[src/rtl/ctrl_pkg.sv]
// ctrl_pkg: opcodes, ALU codes, FSM states and staged-control layout for ctrl_sequencer
package ctrl_pkg;
  localparam logic [6:0] OP_R      = 7'b0110011;
  localparam logic [6:0] OP_I      = 7'b0010011;
  localparam logic [6:0] OP_LOAD   = 7'b0000011;
  localparam logic [6:0] OP_STORE  = 7'b0100011;
  localparam logic [6:0] OP_BRANCH = 7'b1100011;
  localparam logic [6:0] OP_LUI    = 7'b0110111;
  localparam logic [6:0] OP_JAL    = 7'b1101111;
  localparam logic [6:0] OP_SYS    = 7'b1110011;
  localparam logic [5:0] ALU_ADD = 6'd1;
  localparam logic [5:0] ALU_SUB = 6'd2;
  localparam logic [5:0] ALU_AND = 6'd3;
  localparam logic [5:0] ALU_OR  = 6'd4;
  localparam logic [5:0] ALU_XOR = 6'd5;
  localparam logic [5:0] ALU_SLL = 6'd6;
  localparam logic [5:0] ALU_SRL = 6'd7;
  localparam logic [5:0] ALU_SLT = 6'd8;
  localparam logic [5:0] ALU_EQ  = 6'd9;
  localparam logic [5:0] ALU_NE  = 6'd10;
  localparam logic [5:0] ALU_LT  = 6'd11;
  localparam logic [5:0] ALU_GE  = 6'd12;
  typedef enum logic [1:0] {FETCH, DECODE, EXEC, HALT} state_t;
  typedef struct packed {
    logic [4:0]  rs1;
    logic [4:0]  rs2;
    logic [4:0]  rd;
    logic [5:0]  alu;
    logic        alu_src;
    logic [31:0] imm;
    logic [3:0]  sh_amt;
    logic [31:0] imm_lui;
    logic        lb;
    logic        sw;
    logic        lui;
    logic        jump;
    logic        beq;
    logic        bne;
    logic        blt;
    logic        bge;
  } ctl_t;
  function automatic logic [5:0] alu_of(input logic [2:0] f3, input logic sub);
    case (f3)
      3'b000:  return sub ? ALU_SUB : ALU_ADD;
      3'b001:  return ALU_SLL;
      3'b010:  return ALU_SLT;
      3'b100:  return ALU_XOR;
      3'b101:  return ALU_SRL;
      3'b110:  return ALU_OR;
      3'b111:  return ALU_AND;
      default: return '0;
    endcase
  endfunction
endpackage

[src/rtl/ctrl_sequencer_if.sv]
// ctrl_sequencer_if: instruction fetch request/valid handshake
interface ctrl_sequencer_if;
  logic        instr_req;
  logic [31:0] instr_addr;
  logic        instr_valid;
  logic [31:0] instr_data;
  modport master (output instr_req, instr_addr, input instr_valid, instr_data);
  modport slave (input instr_req, instr_addr, output instr_valid, instr_data);
endinterface

[src/rtl/imm_gen.sv]
// imm_gen: I/S/B/U/J immediate extraction from the instruction register
module imm_gen (
  input  logic [31:0] ir,
  output logic [31:0] imm_i,
  output logic [31:0] imm_s,
  output logic [31:0] imm_b,
  output logic [31:0] imm_u,
  output logic [31:0] imm_j
);
  assign imm_i = {{20{ir[31]}}, ir[31:20]};
  assign imm_s = {{20{ir[31]}}, ir[31:25], ir[11:7]};
  assign imm_b = {{19{ir[31]}}, ir[31], ir[7], ir[30:25], ir[11:8], 1'b0};
  assign imm_u = {ir[31:12], 12'b0};
  assign imm_j = {{11{ir[31]}}, ir[31], ir[19:12], ir[20], ir[30:21], 1'b0};
endmodule

[src/rtl/ctrl_sequencer.sv]
// ctrl_sequencer: multi-cycle RV32 fetch/decode sequencer; CTRL_TRAP_ILLEGAL_EN halts on illegal instructions
module ctrl_sequencer
  import ctrl_pkg::*;
#(
  parameter logic [31:0] RESET_PC = 32'h0000_0000
) (
  input  logic               clk,
  input  logic               rst,
  ctrl_sequencer_if.master   imem,
  output logic [4:0]         read_reg_num1,
  output logic [4:0]         read_reg_num2,
  output logic [4:0]         write_reg_num1,
  output logic [5:0]         alu_control,
  output logic               alu_src,
  output logic [31:0]        imm_val,
  output logic [3:0]         sh_amt,
  output logic [31:0]        imm_val_lui,
  output logic               lb,
  output logic               sw,
  output logic               lui_control,
  output logic               jump,
  output logic               beq_control,
  output logic               bne_control,
  output logic               blt_control,
  output logic               bgeq_control,
  output logic [31:0]        pc_out,
  input  logic               beq,
  input  logic               bneq,
  input  logic               bge,
  input  logic               blt,
  output logic               halt,
  output logic               illegal
);
  state_t state, state_n;
  logic [31:0] pc, ir, step;
  logic [31:0] imm_i, imm_s, imm_b, imm_u, imm_j;
  logic started, bad, stop, trap, taken;
  ctl_t raw, dec, ctl, o;
  logic [6:0] op, f7;
  logic [2:0] f3;
  imm_gen u_imm (.ir(ir), .imm_i(imm_i), .imm_s(imm_s), .imm_b(imm_b), .imm_u(imm_u), .imm_j(imm_j));
  assign op = ir[6:0];
  assign f3 = ir[14:12];
  assign f7 = ir[31:25];
  always_comb begin
    raw = '0;
    bad = 1'b0;
    stop = 1'b0;
    raw.sh_amt = ir[23:20];
    raw.imm_lui = imm_u;
    case (op)
      OP_R: begin
        raw.rs1 = ir[19:15];
        raw.rs2 = ir[24:20];
        raw.rd = ir[11:7];
        raw.alu = alu_of(f3, f7[5]);
        bad = !(f7 == 7'h00 || (f7 == 7'h20 && f3 == 3'b000)) || raw.alu == '0;
      end
      OP_I: begin
        raw.rs1 = ir[19:15];
        raw.rd = ir[11:7];
        raw.alu = alu_of(f3, 1'b0);
        raw.alu_src = 1'b1;
        raw.imm = imm_i;
        bad = raw.alu == '0 || (f3[1:0] == 2'b01 && f7 != 7'h00);
      end
      OP_LOAD: begin
        raw.rs1 = ir[19:15];
        raw.rd = ir[11:7];
        raw.alu = ALU_ADD;
        raw.alu_src = 1'b1;
        raw.imm = imm_i;
        raw.lb = 1'b1;
        bad = f3 != 3'b000;
      end
      OP_STORE: begin
        raw.rs1 = ir[19:15];
        raw.rs2 = ir[24:20];
        raw.alu = ALU_ADD;
        raw.alu_src = 1'b1;
        raw.imm = imm_s;
        raw.sw = 1'b1;
        bad = f3 != 3'b010;
      end
      OP_BRANCH: begin
        raw.rs1 = ir[19:15];
        raw.rs2 = ir[24:20];
        raw.imm = imm_b;
        raw.beq = f3 == 3'b000;
        raw.bne = f3 == 3'b001;
        raw.blt = f3 == 3'b100;
        raw.bge = f3 == 3'b101;
        raw.alu = raw.beq ? ALU_EQ : raw.bne ? ALU_NE : raw.blt ? ALU_LT : raw.bge ? ALU_GE : '0;
        bad = raw.alu == '0;
      end
      OP_LUI: begin
        raw.rd = ir[11:7];
        raw.lui = 1'b1;
      end
      OP_JAL: begin
        raw.rd = ir[11:7];
        raw.jump = 1'b1;
      end
      OP_SYS:  stop = 1'b1;
      default: bad = 1'b1;
    endcase
  end
  // an undecodable word stages an all-zero NOP
  assign dec = bad ? '0 : raw;
`ifdef CTRL_TRAP_ILLEGAL_EN
  assign trap = bad;
  always_ff @(posedge clk or negedge rst)
    if (!rst) illegal <= 1'b0;
    else if (state == DECODE && bad) illegal <= 1'b1;
`else
  assign trap = 1'b0;
  assign illegal = 1'b0;
`endif
  always_comb begin
    state_n = state;
    case (state)
      FETCH:   state_n = started && imem.instr_valid ? DECODE : FETCH;
      DECODE:  state_n = stop || trap ? HALT : EXEC;
      EXEC:    state_n = FETCH;
      default: state_n = HALT;
    endcase
  end
  assign taken = (ctl.beq & beq) | (ctl.bne & bneq) | (ctl.blt & blt) | (ctl.bge & bge);
  assign step = ctl.jump ? imm_j : taken ? imm_b : 32'd4;
  // started keeps the request low during the first cycle out of reset
  always_ff @(posedge clk or negedge rst)
    if (!rst) begin
      state <= FETCH;
      pc <= RESET_PC;
      ir <= '0;
      ctl <= '0;
      started <= 1'b0;
    end else begin
      state <= state_n;
      started <= 1'b1;
      if (state == FETCH && started && imem.instr_valid) ir <= imem.instr_data;
      if (state == DECODE) ctl <= dec;
      if (state == EXEC) pc <= (pc + step) & ~32'h3;
    end
  assign o = state == EXEC ? ctl : '0;
  assign read_reg_num1 = o.rs1;
  assign read_reg_num2 = o.rs2;
  assign write_reg_num1 = o.rd;
  assign alu_control = o.alu;
  assign alu_src = o.alu_src;
  assign imm_val = o.imm;
  assign sh_amt = o.sh_amt;
  assign imm_val_lui = o.imm_lui;
  assign lb = o.lb;
  assign sw = o.sw;
  assign lui_control = o.lui;
  assign jump = o.jump;
  assign beq_control = o.beq;
  assign bne_control = o.bne;
  assign blt_control = o.blt;
  assign bgeq_control = o.bge;
  assign pc_out = state == EXEC ? pc : '0;
  assign halt = state == HALT;
  assign imem.instr_req = started && state == FETCH;
  assign imem.instr_addr = imem.instr_req ? pc : '0;
endmodule

[src/flat_wrapper.sv]
// flat-port wrapper written by rule: the top's interface ports become plain ports
module ctrl_sequencer_flat import ctrl_pkg::*;
#(
  parameter logic [31:0] RESET_PC = 32'h0000_0000
)
  (clk, rst, read_reg_num1, read_reg_num2, write_reg_num1, alu_control, alu_src, imm_val, sh_amt, imm_val_lui, lb, sw, lui_control, jump, beq_control, bne_control, blt_control, bgeq_control, pc_out, beq, bneq, bge, blt, halt, illegal, imem_instr_req, imem_instr_addr, imem_instr_valid, imem_instr_data);
  ctrl_sequencer_if imem_i ();
  input  logic clk;
  input  logic rst;
  output logic [4:0] read_reg_num1;
  output logic [4:0] read_reg_num2;
  output logic [4:0] write_reg_num1;
  output logic [5:0] alu_control;
  output logic alu_src;
  output logic [31:0] imm_val;
  output logic [3:0] sh_amt;
  output logic [31:0] imm_val_lui;
  output logic lb;
  output logic sw;
  output logic lui_control;
  output logic jump;
  output logic beq_control;
  output logic bne_control;
  output logic blt_control;
  output logic bgeq_control;
  output logic [31:0] pc_out;
  input  logic beq;
  input  logic bneq;
  input  logic bge;
  input  logic blt;
  output logic halt;
  output logic illegal;
  output wire logic [$bits(imem_i.instr_req)-1:0] imem_instr_req;
  output wire logic [$bits(imem_i.instr_addr)-1:0] imem_instr_addr;
  input wire logic [$bits(imem_i.instr_valid)-1:0] imem_instr_valid;
  input wire logic [$bits(imem_i.instr_data)-1:0] imem_instr_data;
  assign imem_instr_req = imem_i.instr_req;
  assign imem_instr_addr = imem_i.instr_addr;
  assign imem_i.instr_valid = imem_instr_valid;
  assign imem_i.instr_data = imem_instr_data;
  ctrl_sequencer #(.RESET_PC(RESET_PC)) u_core (.clk(clk), .rst(rst), .imem(imem_i), .read_reg_num1(read_reg_num1), .read_reg_num2(read_reg_num2), .write_reg_num1(write_reg_num1), .alu_control(alu_control), .alu_src(alu_src), .imm_val(imm_val), .sh_amt(sh_amt), .imm_val_lui(imm_val_lui), .lb(lb), .sw(sw), .lui_control(lui_control), .jump(jump), .beq_control(beq_control), .bne_control(bne_control), .blt_control(blt_control), .bgeq_control(bgeq_control), .pc_out(pc_out), .beq(beq), .bneq(bneq), .bge(bge), .blt(blt), .halt(halt), .illegal(illegal));
endmodule
[config.mk]
export PLATFORM = sky130hd
export DESIGN_NAME = ctrl_sequencer_flat
export DESIGN_NICKNAME = d
export VERILOG_FILES = /design/src/rtl/ctrl_pkg.sv /design/src/rtl/ctrl_sequencer_if.sv /design/src/rtl/imm_gen.sv /design/src/rtl/ctrl_sequencer.sv /design/src/flat_wrapper.sv
export SDC_FILE = /design/constraint.sdc
export NUM_CORES = 1
export LEC_CHECK = 0
export ABC_AREA = 1
export ABC_CLOCK_PERIOD_IN_PS = 3650
export BUFFER_PORTS_ARGS = -buffer_cell sky130_fd_sc_hd__buf_2
export CAP_MARGIN = 20
export CORE_ASPECT_RATIO = 0.7
export CORE_MARGIN = 10
export CORE_UTILIZATION = 51
export CTS_BUF_LIST = sky130_fd_sc_hd__clkbuf_2 sky130_fd_sc_hd__clkbuf_4 sky130_fd_sc_hd__clkbuf_8
export CTS_CLUSTER_DIAMETER = 100
export CTS_CLUSTER_SIZE = 12
export DETAILED_ROUTE_END_ITERATION = 6
export PLACE_DENSITY = 0.8
export SYNTH_ARGS = -nofsm -noshare
export SYNTH_HDL_FRONTEND = slang
export SYNTH_SLANG_ARGS = --single-unit
[constraint.sdc]
create_clock -name clk -period 3.65 [get_ports clk]
set_clock_uncertainty 0.2 [all_clocks]
set_input_delay 0.73 -clock clk [delete_from_list [all_inputs] [get_ports clk]]
set_output_delay 0.73 -clock clk [all_outputs]
set_load 0.01 [all_outputs]
==> summary.txt, run 1 <==
Synth top cells by count -> nand2_1 (351), nor2_1 (222), inv_1 (212)
WL/cell -> 16.3 um
setup_tns -> 0 ns
Max Root-Sink Buffers -> 2
DR WL met2 -> 10.9 mm
clk sinks -> 126
Post-CTS Setup Bufs -> 0
post-route non-filler standard cell count -> 1728
worst reg2reg startpoint -> u_core.ctl[0]
TritonCTS buffer count -> 17
Routed met3 length -> 3.31 mm
Worst EP required -> 3.77 ns
CP max-delay cell -> dfrtp_1
gr usage total -> 0.243
final wirelength -> 28.2 mm
clock-pin slew on the worst setup and hold paths -> 0.08 ns
placed cell count -> 1698
worst-path maximum fanout -> 8
share of total power in combinational logic -> 0.318
RePlAce Congestion -> 0.985
Max Slew Vio Count -> 0
Vias -> 8886
# DRC -> 0
Antenna Cells -> 0
library cells used by synthesis -> 42
final worst path period need -> 3.27 ns
DRT iter0 DRCs -> 1139
top_reg_cell synth -> dfrtp_1
share of cells above drive strength 1 -> 0.197
hold crit path type -> in -> async
Port Buffers -> 184
reg2reg end -> u_core.pc[14]
first-pass GRT wire length -> 44.6 mm
post-CTS sizing -> 0
core footprint -> 0.0172 mm2
RSZ-0062 raised after global routing -> false
reg2reg setup slack -> 0.38 ns
part of the power in registers -> 0.421
endpoint type of the worst setup path -> flip-flop
post-synthesis cell area -> 0.00894 mm2
Final Hold Viols -> 0
vias in the first global route -> 8407
Vias/cell -> 5.14
Clock power frac -> 0.261
Pwr Total -> 4.64 mW
final setup margin -> 0.378 ns
VDD IR-drop max -> 272 uV
worst setup path class -> reg -> reg
max-cap viol count -> 0
cell repeated most along the worst path -> nand2_1
EDFF count, synth -> 0
Initial DRT Pass Iterations -> 5
Rel. slew slack -> 0.467
Congestion Overflow GR -> 0
count leader, synth -> nand2_1
I/O Pins -> 204
Hold-fix buffers, CTS -> 0
critical path's largest stage delay -> 0.42 ns
Synth area leader -> dfrtp_1
Pint -> 2.76 mW
asr flop ratio synth -> 1.00
post-synth top area share -> 0.353
R2R depth -> 13
# H-tree levels -> 4
Syn Inst Count -> 1330
final net count -> 1556
total area of sequential cells -> 0.00315 mm2
area of the die -> 0.0233 mm2
Worst-Margin Slew -> 0.797 ns
Net Sw Power -> 1.88 mW
power density over cell area -> 453 mW/mm2
Filler cells -> 1645
Final setup viols -> 0
largest cells by area after synthesis -> dfrtp_1 (35%), nand2_1 (15%), nor2_1 (9.3%)
DP Wirelength -> 22.1 mm
register area share after synthesis -> 0.353
status -> finished, final reports clean
period utilisation layout -> 0.896
Rows -> 40
root buffer cell -> clkbuf_8
die width -> 178 um
Max Freq -> 306 MHz
antenna violations before repair -> 1
post-route ant nets -> 0
DIE HEIGHT -> 131 um
setup slack at placement -> -0.0711 ns
Area Growth Syn to Fin -> 14.5%
critical path launch point type -> flip-flop
critical path arrival -> 3.39 ns
CTS tree -> yes
footprint of the multi-input gates -> 0.00447 mm2
Sw Ratio -> 0.405
top cell family by delay on the critical path -> simple AND/OR/NAND/NOR gates
YS warnings -> 0
Starting Density -> 0.521
post-synthesis area per instance -> 6.72 um2
Worst Path Buf+Inv -> 1
Synth Register Bits -> 126
Pleak -> 5.81 nW
Metal-1 WL -> 13.7 mm
Clock Latency Late Sink -> 0.46 ns
Top Metal Used -> met4
pin count of the biggest net entering global routing -> 61
crit-path cells -> nand2_1 -> nand2_1 -> nand3b_1 -> o21ai_2 -> a21oi_1 -> ha_1 -> nand2_1 -> inv_1 -> a21oi_1 -> nand3_1 -> or2_2 -> nand3_1 -> o21ai_0
layer usage:
layer | GRT usage | vias up
met5 | 0 | -
met4 | 0.0557 | 0
met3 | 0.0685 | 25
met2 | 0.333 | 431
met1 | 0.365 | 4064
li1 | - | 4366
cell families after synthesis:
family                   after synthesis  synth area share
AND/OR/NAND/NOR                      712             0.338
buffers and inverters                309             0.157
AO/OA/AOI/OAI                        128            0.0814
flip-flops                           126             0.353
adder cells (fa/ha/maj)               31            0.0442
multiplexers                          13            0.0164
XOR/XNOR                               9           0.00882
other                                  2          0.000840
flip-flops by register name, indices dropped and copies added, names as in the netlist:
register / flops
u_core.state: 2
u_core.started: 1
u_core.ir: 32
u_core.ctl: 61
u_core.pc: 30
placed cells by master, fill, tap and decap left out, types with 7 or more instances in the layout:
master and n:
nand2_1 350, nor2_1 220, inv_1 211, buf_2 183, dfrtp_1 126, nand3_1 61
a21oi_1 49, nand4_1 46, o21ai_0 42, ha_1 30, buf_4 25, conb_1 20
clkbuf_8 17, mux2_2 13, o21ai_2 12, nand3b_1 10, xnor2_1 8, a31oi_1 7
power by group through the flow:
stage / Combinational (mW) / Clock (mW) / Sequential (mW)
2_1_floorplan: 1.09 / 0 / 1.84
3_3_place_gp: 1.42 / 0 / 1.96
3_5_place_dp: 1.45 / 0 / 1.97
4_1_cts: 1.46 / 1.22 / 1.94
5_1_grt: 1.66 / 1.28 / 1.98
6_report: 1.48 / 1.21 / 1.96
per-stage QoR:
step | cell area, um2 | hold WS, ns | utilization
2_1_floorplan | 9010 | 0.234 | -
3_3_place_gp | 9860 | 0.239 | 0.574
3_5_place_dp | 9860 | 0.244 | 0.574
4_1_cts | 10200 | 0.157 | 0.596
5_1_grt | 10200 | 0.175 | 0.596
6_report | 10200 | 0.142 | 0.596
worst register-to-register path, stage by stage, from the launching register on:
cell and delay [ns]:
dfrtp_1 0.42, nand2_1 0.10, nand2_1 0.05, nand3b_1 0.33
o21ai_2 0.26, a21oi_1 0.10, ha_1 0.38, nand2_1 0.15
inv_1 0.05, a21oi_1 0.25, nand3_1 0.32, or2_2 0.38
nand3_1 0.08, o21ai_0 0.09
area by class of cell:
class | count | share of cell area
Inverter | 219 | 0.0809
Multi-Input combinational cell | 913 | 0.436
Timing Repair Buffer | 209 | 0.110
Tap cell | 231 | 0.0282
Clock buffer | 18 | 0.0236
Sequential cell | 126 | 0.308
Clock inverter | 12 | 0.0134
how the worst max path moves through the flow:
stage                          endpoint  slack, ns            start  cells past startpoint
after floorplan             imm_val[13]       0.63  u_core.state[0]                      6
after global placement    u_core.pc[13]       0.01              blt                     14
after detailed placement  u_core.pc[14]      -0.07              bge                     14
after CTS                 u_core.pc[14]       0.30    u_core.ctl[0]                     13
after global routing      u_core.pc[14]       0.19    u_core.ctl[0]                     13
final                     u_core.pc[14]       0.38    u_core.ctl[0]                     13
Power figures use the tool's default switching activity.
==> run 2: changes to the inputs <==
--- a/config.mk
+++ b/config.mk
@@ -6,10 +6,9 @@
 export NUM_CORES = 1
 export LEC_CHECK = 0
 export ABC_AREA = 1
-export ABC_CLOCK_PERIOD_IN_PS = 3650
 export BUFFER_PORTS_ARGS = -buffer_cell sky130_fd_sc_hd__buf_2
 export CAP_MARGIN = 20
-export CORE_ASPECT_RATIO = 0.7
+export CORE_ASPECT_RATIO = 1.2
 export CORE_MARGIN = 10
 export CORE_UTILIZATION = 51
 export CTS_BUF_LIST = sky130_fd_sc_hd__clkbuf_2 sky130_fd_sc_hd__clkbuf_4 sky130_fd_sc_hd__clkbuf_8
==> summary.txt, run 2 (synthesis results as in run 1) <==
period utilisation layout -> 0.927 (+0.0310)
CP max-delay cell -> dfrtp_1
Pwr Total -> 4.54 mW (-2.2%)
Worst EP required -> 3.77 ns (about the same)
root buffer cell -> clkbuf_8
clk sinks -> 126 (unchanged)
Max Slew Vio Count -> 0 (unchanged)
Top reg by flops -> u_core.ctl
# DRC -> 0 (unchanged)
HP Start -> u_core.state[0]
power density over cell area -> 448 mW/mm2 (-1.2%)
most common cell after layout, fill and taps aside -> nand2_1
post-route ant nets -> 0 (unchanged)
hold path depth -> 0
critical path launch point type -> flip-flop
CTS tree -> yes
Rel. slew slack -> 0.438 (-0.0291)
Vias/cell -> 5.14 (about the same)
Worst Path Buf+Inv -> 2 (+1)
status -> finished, final reports clean
I/O Pins -> 204 (unchanged)
final net count -> 1544 (-0.77%)
Max Freq -> 295 MHz (-3.3%)
cell repeated most along the worst path -> nand2_1
Largest regs -> u_core.ctl (61), u_core.ir (32), u_core.pc (30)
setup slack at placement -> -0.0677 ns (+0.00342 ns)
antenna violations before repair -> 0 (-1)
Final Hold Viols -> 0 (unchanged)
reg2reg end -> u_core.pc[17]
# H-tree levels -> 4 (unchanged)
Final Core Density -> 0.583 (-0.0130)
pin count of the biggest net entering global routing -> 120 (+97%)
Pleak -> 5.77 nW (-0.81%)
share of cells above drive strength 1 -> 0.191 (-0.00607)
area of the die -> 0.0233 mm2 (-0.26%)
Vias -> 8780 (-1.2%)
Max Root-Sink Buffers -> 2 (unchanged)
max-cap viol count -> 0 (unchanged)
die width -> 141 um (-21%)
Crit. path cell count -> 14 (+1)
WL/cell -> 15.9 um (-2.8%)
worst setup path class -> reg -> reg
DRT iter0 DRCs -> 576 (-49%)
final wirelength -> 27.1 mm (-4.0%)
Area Growth Syn to Fin -> 13.4%
Final setup viols -> 0 (unchanged)
Congestion Overflow GR -> 0 (unchanged)
critical path arrival -> 3.51 ns (+0.12 ns)
Rows -> 53 (+33%)
crit-path cells -> a21oi_1 -> nand3b_1 -> o21ai_2 -> a21oi_1 -> ha_1 -> nand2_1 -> nor2_1 -> inv_1 -> o21bai_1 -> inv_1 -> nand2_1 -> nand2_1 -> nand3_1 -> o21ai_0
RSZ-0062 raised after global routing -> false
top cell family by delay on the critical path -> compound AO/OA/AOI/OAI gates
vias in the first global route -> 8445 (+0.45%)
R2R depth -> 14 (+1)
reg2reg setup slack -> 0.27 ns (-0.11 ns)
clock-pin slew on the worst setup and hold paths -> 0.08 ns (about the same)
Port Buffers -> 184 (unchanged)
commonest non-fill, non-tap cells in the layout -> nand2_1 (350), nor2_1 (220), inv_1 (211)
endpoint type of the worst setup path -> flip-flop
Starting Density -> 0.515 (-0.00623)
final setup margin -> 0.265 ns (-0.113 ns)
Worst-Margin Slew -> 0.841 ns (+0.0434 ns)
DP Wirelength -> 20.9 mm (-5.6%)
Antenna Cells -> 0 (unchanged)
DIE HEIGHT -> 165 um (+26%)
first-pass GRT wire length -> 42.8 mm (-3.9%)
hold endpoint -> u_core.state[1]
final worst path period need -> 3.38 ns (+0.113 ns)
VDD IR-drop max -> 219 uV (-20%)
RePlAce Congestion -> 0.991 (+0.59%)
Initial DRT Pass Iterations -> 6 (+1)
TritonCTS buffer count -> 17 (unchanged)
Largest register FFs -> 61 (unchanged)
core footprint -> 0.0174 mm2 (+1.2%)
Clock Latency Late Sink -> 0.45 ns (about the same)
hold crit path type -> reg -> reg
critical path's largest stage delay -> 0.56 ns (+0.14 ns)
worst-path maximum fanout -> 14 (+6)
gr usage total -> 0.227 (-0.0157)
worst reg2reg startpoint -> u_core.ctl[4]
## run 2: cell count changes in the layout (fill, tap and decap cells not counted), sizes merged
cell         previous run  this run
buf                   209       196
bufinv                  2         1
clkinv                  3         8
clkinvlp                5         3
dlygate4sd3             0         1
## run 2: metal layers
metal | wire, um | up-vias | track usage
met3 | 1870 | 43 | 0.0569
li1 | - | 4354 | -
met4 | 639 | 0 | 0.0841
met5 | 0 | - | 0
met1 | 10700 | 4063 | 0.253
met2 | 13800 | 320 | 0.410
## run 2: metrics by stage
stage          TNS [ns]  hold WS, ns  instances  cell area, um2
2_1_floorplan         0        0.234       1348            9010
3_3_place_gp     -0.183        0.226       1674            9760
3_5_place_dp     -0.114        0.241       1674            9760
4_1_cts               0        0.258       1707           10100
5_1_grt               0        0.274       1707           10100
6_report              0        0.255       1707           10100
## run 2: cell type report
type	instances	area, um2
tap	220	275
timing repair buffer	197	1050
sequential	126	3150
inverter	219	830
clock inverter	14	118
fill	1707	7240
multi-input combinational	913	4470
clock buffer	18	248
## run 2: worst max path at each step
stage | startpoint | endpoint | slack (ns)
final | u_core.ctl[4] | u_core.pc[17] | 0.27
after global routing | u_core.ctl[4] | u_core.pc[17] | 0.08
after CTS | u_core.ctl[4] | u_core.pc[17] | 0.19
after detailed placement | bge | u_core.pc[14] | -0.07
after global placement | blt | u_core.pc[14] | -0.11
after floorplan | u_core.state[0] | imm_val[13] | 0.63
## run 2: worst reg2reg max path, delay by kind of cell (launching register included)
family,cells,cell delay (ns)
DFF,1,0.56
adders and majority gates,1,0.42
buffers and inverters,2,0.20
AOI/OAI and AO/OA,5,0.98
and+or+nand+nor,6,0.89
## run 2: power breakdown
group          switching, mW  leakage (nW)  total, mW  internal (mW)
Combinational          0.962          3.92       1.45          0.487
Sequential             0.280          1.66       1.94           1.66
Clock                  0.597         0.185       1.15          0.553
Total                   1.84          5.77       4.54           2.70
## run 2: timing repair
action                     in CTS  in global routing
setup endpoints to repair       0                  1
hold endpoints to repair       25                  0
gates resized for setup         0                  1
buffers inserted                0                  0
hold buffers                    1                  0
==> run 3: changes to the inputs <==
--- a/config.mk
+++ b/config.mk
@@ -5,17 +5,18 @@
 export SDC_FILE = /design/constraint.sdc
 export NUM_CORES = 1
 export LEC_CHECK = 0
-export ABC_AREA = 1
 export BUFFER_PORTS_ARGS = -buffer_cell sky130_fd_sc_hd__buf_2
 export CAP_MARGIN = 20
+export CELL_PAD_IN_SITES_DETAIL_PLACEMENT = 0
+export CELL_PAD_IN_SITES_GLOBAL_PLACEMENT = 2
 export CORE_ASPECT_RATIO = 1.2
 export CORE_MARGIN = 10
-export CORE_UTILIZATION = 51
+export CORE_UTILIZATION = 33
 export CTS_BUF_LIST = sky130_fd_sc_hd__clkbuf_2 sky130_fd_sc_hd__clkbuf_4 sky130_fd_sc_hd__clkbuf_8
 export CTS_CLUSTER_DIAMETER = 100
 export CTS_CLUSTER_SIZE = 12
 export DETAILED_ROUTE_END_ITERATION = 6
-export PLACE_DENSITY = 0.8
+export PLACE_DENSITY = 0.87
 export SYNTH_ARGS = -nofsm -noshare
 export SYNTH_HDL_FRONTEND = slang
 export SYNTH_SLANG_ARGS = --single-unit
==> summary.txt, run 3 <==
post-synth top area share -> 0.409 (+0.0566)
Max Slew Vio Count -> 0 (unchanged)
Rel. slew slack -> 0.374 (-0.0634)
VDD IR-drop max -> 242 uV (+11%)
Pleak -> 5.15 nW (-11%)
register area share after synthesis -> 0.409 (+0.0566)
Worst EP required -> 3.82 ns (+0.05 ns)
Hold Slack -> 0.205 ns (-0.0502 ns)
# H-tree levels -> 4 (unchanged)
Final Cell Area -> 0.00977 mm2 (-3.7%)
worst setup path class -> reg -> reg
YS warnings -> 0 (unchanged)
Starting Density -> 0.334 (-0.180)
critical path launch point type -> flip-flop
area of the die -> 0.0299 mm2 (+29%)
most common cell after layout, fill and taps aside -> buf_2
first-pass GRT wire length -> 38.5 mm (-10%)
hold crit path type -> in -> async
final wirelength -> 24.1 mm (-11%)
Vias/cell -> 4.86 (-5.5%)
Syn Inst Count -> 833 (-37%)
Hold-fix buffers, CTS -> 0 (-1)
post-synthesis cell area -> 0.00770 mm2 (-14%)
vias in the first global route -> 6903 (-18%)
die width -> 159 um (+13%)
root buffer cell -> clkbuf_8
Largest regs -> u_core.ctl (61), u_core.ir (32), u_core.pc (30)
post-route non-filler standard cell count -> 1384 (-19%)
R2R depth -> 16 (+2)
Final Hold Viols -> 0 (unchanged)
DIE HEIGHT -> 187 um (+14%)
top_reg_cell synth -> dfrtp_1
RSZ-0062 raised after global routing -> false
status -> finished, final reports clean
Synth area leader -> dfrtp_1
TritonCTS buffer count -> 17 (unchanged)
final setup margin -> 0.192 ns (-0.0731 ns)
reg2reg end -> u_core.pc[31]
pin count of the biggest net entering global routing -> 75 (-38%)
endpoint type of the worst setup path -> flip-flop
cell repeated most along the worst path -> buf_4
core footprint -> 0.0230 mm2 (+33%)
critical path arrival -> 3.62 ns (+0.11 ns)
crit-path cells -> a22oi_2 -> nand2_1 -> buf_4 -> a21oi_4 -> a21oi_1 -> ha_1 -> and3_4 -> and2_4 -> buf_4 -> o2111ai_2 -> a21oi_2 -> a31oi_1 -> buf_4 -> o221a_2 -> mux2i_1 -> xnor2_1
power density over cell area -> 478 mW/mm2 (+6.7%)
Worst-Margin Slew -> 0.939 ns (+0.0982 ns)
Initial DRT Pass Iterations -> 5 (-1)
top cell family by delay on the critical path -> compound AO/OA/AOI/OAI gates
Congestion Overflow GR -> 0 (unchanged)
worst-path maximum fanout -> 7 (-7)
I/O Pins -> 204 (unchanged)
placed cell count -> 1351 (-19%)
# DRC -> 0 (unchanged)
Top reg by flops -> u_core.ctl
Rows -> 61 (+15%)
Area Growth Syn to Fin -> 26.7%
max-cap viol count -> 0 (unchanged)
largest cells by area after synthesis -> dfrtp_1 (41%), and2_1 (10%), ha_1 (4.9%)
reg2reg setup slack -> 0.19 ns (-0.07 ns)
CTS tree -> yes
DRT iter0 DRCs -> 294 (-49%)
clock-pin slew on the worst setup and hold paths -> 0.08 ns (about the same)
Max Root-Sink Buffers -> 2 (unchanged)
WL/cell -> 17.4 um (+9.6%)
antenna violations before repair -> 0 (unchanged)
Worst Path Buf+Inv -> 3 (+1)
Clock Latency Late Sink -> 0.45 ns (about the same)
CP max-delay cell -> dfrtp_1
final net count -> 1127 (-27%)
post-place instance area -> 0.00932 mm2 (-4.5%)
Synth top cells by count -> and2_1 (126), dfrtp_1 (126), nand2_1 (96)
post-route ant nets -> 0 (unchanged)
DP Wirelength -> 18.7 mm (-11%)
library cells used by synthesis -> 69 (+64%)
asr flop ratio synth -> 1.00 (unchanged)
commonest non-fill, non-tap cells in the layout -> buf_2 (183), dfrtp_1 (126), and2_1 (125)
EDFF count, synth -> 0 (unchanged)
period utilisation layout -> 0.947 (+0.0200)
clk sinks -> 126 (unchanged)
Pwr Total -> 4.67 mW (+2.8%)
final worst path period need -> 3.46 ns (+0.0731 ns)
Synth Register Bits -> 126 (unchanged)
post-synthesis area per instance -> 9.25 um2 (+38%)
worst reg2reg startpoint -> u_core.ctl[0]
gr usage total -> 0.159 (-0.0679)
setup slack at placement -> -0.395 ns (-0.327 ns)
Largest register FFs -> 61 (unchanged)
share of cells above drive strength 1 -> 0.342 (+0.151)
critical path's largest stage delay -> 0.42 ns (-0.14 ns)
Final setup viols -> 0 (unchanged)
Vias -> 6724 (-23%)
Max Freq -> 289 MHz (-2.1%)
Antenna Cells -> 0 (unchanged)
RePlAce Congestion -> 0.861 (-13%)
Port Buffers -> 184 (unchanged)
## run 3: cell families after synthesis
| logic type | Yosys count | synth area share |
|---|---|---|
| AOI/OAI and AO/OA | 224 | 0.198 |
| xor gates and xnor gates | 21 | 0.0239 |
| adders and majority gates | 31 | 0.0513 |
| buffers and inverters | 106 | 0.0739 |
| DFF | 126 | 0.409 |
| muxes | 24 | 0.0348 |
| other | 2 | 0.000975 |
| and+or+nand+nor | 299 | 0.208 |
## run 3: worst register-to-register path: stages (launching register included)
cell and delay, ns:
dfrtp_1 0.42, a22oi_2 0.20, nand2_1 0.11, buf_4 0.18, a21oi_4 0.22, a21oi_1 0.07
ha_1 0.35, and3_4 0.20, and2_4 0.15, buf_4 0.11, o2111ai_2 0.14, a21oi_2 0.23
a31oi_1 0.11, buf_4 0.16, o221a_2 0.25, mux2i_1 0.18, xnor2_1 0.13
## run 3: layout make-up
cell class | count | area (um2)
flip-flops and latches | 126 | 3150
well taps | 315 | 394
repair buffers | 279 | 1650
clock buffers | 17 | 234
fillers | 2391 | 13300
clock inverters | 14 | 145
multi-input cells | 619 | 4140
inverters | 14 | 52.6
## run 3: repair_timing
action,4_1_cts,5_1_grt
endpoints found under the setup margin,2,10
pin swaps,0,11
setup buffers,0,2
gates resized for setup,2,14
gates cloned,0,0
## run 3: how the worst max path moves through the flow
stage | startpoint | end | slack (ns) | depth (start not counted)
after floorplan | blt | u_core.pc[29] | -0.009 | 14
after CTS | u_core.ctl[0] | u_core.pc[31] | 0.04 | 15
after global placement | bge | u_core.pc[29] | -0.33 | 16
after detailed placement | bge | u_core.pc[29] | -0.39 | 16
final | u_core.ctl[0] | u_core.pc[31] | 0.19 | 16
after global routing | u_core.ctl[1] | u_core.pc[31] | 0.0008 | 16
## run 3: per-stage QoR
step,util,setup TNS (ns)
after global routing,0.424,0
after global placement,0.404,-2.87
after detailed placement,0.404,-4.02
final,0.424,0
after floorplan,-,-0.00928
after CTS,0.421,0
## run 3: power breakdown
group | internal [mW] | switching, mW
logic | 0.671 | 0.798
registers | 1.65 | 0.350
clock network | 0.601 | 0.591
## run 3: routing by layer
metal / wire length [um] / GRT usage / vias up / share of wire
li1: - / - / 3303 / -
met1: 10400 / 0.189 / 3194 / 0.43
met2: 12100 / 0.275 / 212 / 0.50
met3: 1330 / 0.0425 / 15 / 0.055
met4: 282 / 0.0439 / 0 / 0.012
met5: 0 / 0 / - / 0
